--- src/rtl/lif_neuron_array.sv ---
// lif_neuron_array: N_NEURONS parallel leaky integrate-and-fire neurons that
// share one programmable threshold. Each neuron has a shift-based leak,
// saturating integration, a one-cycle spike pulse and a refractory period.
module lif_neuron_array #(
  parameter int unsigned N_NEURONS  = 4,
  parameter int unsigned STATE_W    = 8,
  parameter int unsigned IN_W       = 8,
  parameter int unsigned LEAK_SHIFT = 3,
  parameter int unsigned REFRACT    = 2,
  parameter int unsigned THR_RESET  = 200
) (
  input  logic                           clk,
  input  logic                           rst_n,
  input  logic                           ena,
  input  logic [N_NEURONS*IN_W-1:0]      cur_in,
  input  logic                           thr_we,
  input  logic [STATE_W-1:0]             thr_in,
  output logic [N_NEURONS-1:0]           spike_out,
  output logic                           spike_any,
  output logic [N_NEURONS*STATE_W-1:0]   v_out,
  output logic [N_NEURONS-1:0]           refr_out,
  output logic [STATE_W-1:0]             thr_out
);

  localparam int unsigned R_W   = (REFRACT > 0) ? $clog2(REFRACT + 1) : 1;
  localparam int unsigned SUM_W = STATE_W + 1;
  localparam logic [STATE_W-1:0] V_MAX = '1;

  logic [STATE_W-1:0] v_q    [N_NEURONS];
  logic [STATE_W-1:0] v_d    [N_NEURONS];
  logic [R_W-1:0]     r_q    [N_NEURONS];
  logic [R_W-1:0]     r_d    [N_NEURONS];
  logic [STATE_W-1:0] leak   [N_NEURONS];
  logic [SUM_W-1:0]   sum    [N_NEURONS];
  logic [STATE_W-1:0] sat    [N_NEURONS];
  logic [N_NEURONS-1:0] spike_d;
  logic [N_NEURONS-1:0] refr_d;
  logic [STATE_W-1:0] thr_q;

  // Per-neuron next state: leak, saturating integrate, fire/refractory.
  always_comb begin
    for (int k = 0; k < N_NEURONS; k++) begin
      leak[k]    = v_q[k] - (v_q[k] >> LEAK_SHIFT);
      sum[k]     = SUM_W'(leak[k]) + SUM_W'(cur_in[k*IN_W +: IN_W]);
      sat[k]     = sum[k][STATE_W] ? V_MAX : sum[k][STATE_W-1:0];
      v_d[k]     = v_q[k];
      r_d[k]     = r_q[k];
      spike_d[k] = 1'b0;
      if (ena) begin
        if (r_q[k] != '0) begin
          // Refractory: input ignored, membrane clamped at rest.
          r_d[k] = r_q[k] - R_W'(1);
          v_d[k] = '0;
        end else if (sat[k] >= thr_q) begin
          spike_d[k] = 1'b1;
          v_d[k]     = '0;
          r_d[k]     = R_W'(REFRACT);
        end else begin
          v_d[k] = sat[k];
        end
      end
      refr_d[k] = (r_d[k] != '0);
    end
  end

  // Neuron state and registered per-neuron outputs.
  always_ff @(posedge clk or negedge rst_n) begin
    if (!rst_n) begin
      for (int k = 0; k < N_NEURONS; k++) begin
        v_q[k] <= '0;
        r_q[k] <= '0;
      end
      spike_out <= '0;
      spike_any <= 1'b0;
      refr_out  <= '0;
    end else begin
      for (int k = 0; k < N_NEURONS; k++) begin
        v_q[k] <= v_d[k];
        r_q[k] <= r_d[k];
      end
      spike_out <= spike_d;
      spike_any <= |spike_d;
      refr_out  <= refr_d;
    end
  end

  // Shared threshold; an update on the same edge still sees the old value.
  always_ff @(posedge clk or negedge rst_n) begin
    if (!rst_n) begin
      thr_q <= STATE_W'(THR_RESET);
    end else if (thr_we) begin
      thr_q <= thr_in;
    end
  end

  // Pack membrane registers onto the flat tap bus.
  always_comb begin
    for (int k = 0; k < N_NEURONS; k++) begin
      v_out[k*STATE_W +: STATE_W] = v_q[k];
    end
  end

  assign thr_out = thr_q;

endmodule

--- config.mk ---
export PLATFORM = sky130hd
export DESIGN_NAME = lif_neuron_array
export DESIGN_NICKNAME = d
export VERILOG_FILES = /design/src/rtl/lif_neuron_array.sv
export SDC_FILE = /design/constraint.sdc
export NUM_CORES = 1
export LEC_CHECK = 0
export ABC_CLOCK_PERIOD_IN_PS = 8700
export CAP_MARGIN = 25
export CELL_PAD_IN_SITES_DETAIL_PLACEMENT = 0
export CELL_PAD_IN_SITES_GLOBAL_PLACEMENT = 1
export CORE_MARGIN = 1
export CORE_UTILIZATION = 44
export CTS_CLUSTER_SIZE = 16
export DETAILED_ROUTE_END_ITERATION = 7
export PLACE_DENSITY_LB_ADDON = 0.1
export SYNTH_ARGS = -nofsm -noshare
export SYNTH_HDL_FRONTEND = slang
export SYNTH_SLANG_ARGS = --single-unit
export TNS_END_PERCENT = 1
--- constraint.sdc ---
create_clock -name clk -period 8.7 [get_ports clk]
set_input_delay 1.74 -clock clk [delete_from_list [all_inputs] [get_ports clk]]
set_output_delay 1.74 -clock clk [all_outputs]
set_load 0.02 [all_outputs]
==> impl_metrics.json <==
{
  "remaining_drc_errors": 0,
  "design.core.area_um2": 12010,
  "synth_fp_nets": 758,
  "io_pins": 93,
  "cpPeakStageDelay_ns": 0.47,
  "cts_buffers": 9,
  "antenna_found_initial": 0,
  "ant_nets": 0,
  "diodes": 0,
  "port_buffers": 92,
  "path_cells": "clkdlybuf4s50_1, ha_1, fa_1, a21o_1, a221oi_4, a211oi_4, a2111o_1, ha_1, and3_1, a221oi_1, o21a_1, nor3_1, or4_1",
  "cts_tree": "built",
  "crit_path_top_delay_cell": "or4_1",
  "wl_um": 14010,
  "async_flop_share_pct": 100.0,
  "clk_path_buf_depth": 2,
  "fp.dieH_um": 112.9,
  "cts-resized-gates": 0,
  "die_w_um": 112.9,
  "fin_worst_skew_ns": 0.009517,
  "clk_pin_slew_worst_paths_ns": 0.06,
  "rrSetupSlack_ns": 3.29,
  "cts_setup_buffers": 0,
  "clkLatencyLatePin_ns": 0.33,
  "path_max_fanout": 6,
  "final_cell_mix": "91 x clkdlybuf4s50_1, 84 x ha_1, 66 x inv_1",
  "die_area_um2": 12750,
  "syn_inst": 622,
  "placed_cell_area_um2": 6509,
  "cts.sinks": 57,
  "synth_warnings": 0,
  "area_growth_pct": 25.34,
  "globalRoute.totalOverflow": 0,
  "ys_seq_area_share_pct": 26.42,
  "drt-wirelength-per-cell_um": 16.03,
  "setup_violations": 0,
  "finalCritPeriodShare_pct": 62.56,
  "drive_above_1_share_pct": 3.851,
  "synth_ff_type": "dfrtp_1",
  "grt_pass1_vias": 4802,
  "required_ns": 8.89,
  "synth_cell_types": 56,
  "yosys.area.top_type": "dfrtp_1",
  "drv_slew": 0,
  "worstMarginPinSlew_ns": 0.7454,
  "fillers": 1145,
  "track_usage_pct": 22.96,
  "rsz0062_at_grt": "no",
  "start_kind": "primary input",
  "critPathCaptureType": "flip-flop",
  "cp_common_cell": "ha_1",
  "grt_pass1_wl_um": 23400,
  "dr.pass1.iters": 4,
  "layout_commonest_cell": "clkdlybuf4s50_1",
  "cp.arrival_ns": 5.64,
  "gp_congestion": 0.8588,
  "fin_nets": 858,
  "cts_root_buf": "clkbuf_16",
  "maxCapViolations": 0,
  "initial_core_util_pct": 45.06,
  "crit_type": "primary input to flip-flop",
  "hold_viol_final": 0,
  "vias_per_cell": 5.611,
  "syn-mean-instance-area_um2": 8.702,
  "ctsHtreeMaxLevel": 3,
  "first_iter_violations": 250,
  "synth-edff-count": 0,
  "dpl.hpwl_um": 10860,
  "synth_area_um2": 5413,
  "via_count": 4904,
  "outcome": "complete, no violations",
  "netlist_top_cells_area": "dfrtp_1 25%, ha_1 19%, inv_1 4.6%, nor2_1 3.5%, o21ai_0 3.4%",
  "max_freq_mhz": 183.7,
  "final.setup.tns_ns": 0,
  "fin_area_um2": 6784,
  "fin_crit_ns": 5.442,
  "fp-row-count": 40,
  "seq_area_um2": 1430,
  "postCtsHoldBufs": 0,
  "yosysTopAreaCellShare_pct": 24.97,
  "grt_max_degree": 58,
  "multi_input_area_um2": 3716,
  "hold_path.class": "flip-flop to flip-flop",
  "relSlewSlack_pct": 50.31,
  "ys_ff_latch": 57
}
==> worst max-delay path: cells and delay by family <==
| kind | cells | cell delay (ns) |
|---|---|---|
| fa+ha+maj | 3 | 0.93 |
| buf+inv | 1 | 0.41 |
| simple gates | 3 | 0.76 |
| compound gates | 6 | 1.78 |
==> flip-flops by register name (all words and copies together), names as in the netlist <==
signal and flops:
spike_any 1, spike_out 4, thr_out 8, v_out 32, r_q 8, refr_out 4
==> per-layer routing <==
metal | track usage, % | wire (um)
met1 | 32.79 | 7289
met2 | 36.58 | 6115
met3 | 3.749 | 462
met4 | 5.088 | 143
met5 | 0 | 0
==> kinds of logic after synthesis <==
kind of cell / Yosys count / synth area share, %
buffers and inverters: 71 / 4.924
XOR/XNOR: 21 / 3.398
flip-flops: 57 / 26.42
multiplexers: 10 / 1.872
AND/OR/NAND/NOR: 181 / 16.48
AO/OA/AOI/OAI: 190 / 24.53
adder cells (fa/ha/maj): 92 / 22.38
==> worst paths after layout <==
path / from / endpoint / cells past startpoint
worst max-delay path: cur_in[0] / spike_any / 13
worst min-delay path: r_q[1] / r_q[1] / 1
worst max register to register: v_out[4] / spike_any / 18
worst min register to register: r_q[1] / r_q[1] / 1
max in group asynchronous: rst_n / thr_out[5] / 2
min in group asynchronous: rst_n / v_out[23] / 2
==> through the flow <==
step / cells / hold slack (ns) / setup slack (ns) / util [%]
detailed placement: 858 / 0.5098 / 2.909 / 54.19
CTS: 874 / 0.5230 / 3.260 / 56.48
global route: 874 / 0.5715 / 3.029 / 56.48
finish: 874 / 0.5306 / 3.258 / 56.48
global placement: 858 / 0.5078 / 3.042 / 54.19
floorplan: 622 / 0.4867 / 3.625 / -
==> final cells by class <==
cell class	instances	area share, %
clock buffer	11	3.578
inverter	66	3.652
clock inverter	5	0.4795
multi-input combinational	494	54.78
timing repair buffer	94	13.72
tap	147	2.711
sequential	57	21.08
==> synthesized netlist by cell type, types with 8 or more instances <==
cell,number
ha_1,84
inv_1,66
dfrtp_1,54
nor2_1,51
o21ai_0,37
nand2_1,36
a21oi_1,31
a21o_1,22
nor3_1,22
nor2b_1,17
a32o_1,14
nand2b_1,14
xnor2_1,14
nand3_1,13
o21a_1,12
o22ai_1,12
mux2i_1,9
fa_1,8
Power is left out: the tool's default activity adds up to more than one toggle a clock period on the data nets, which glitch-free logic cannot reach.
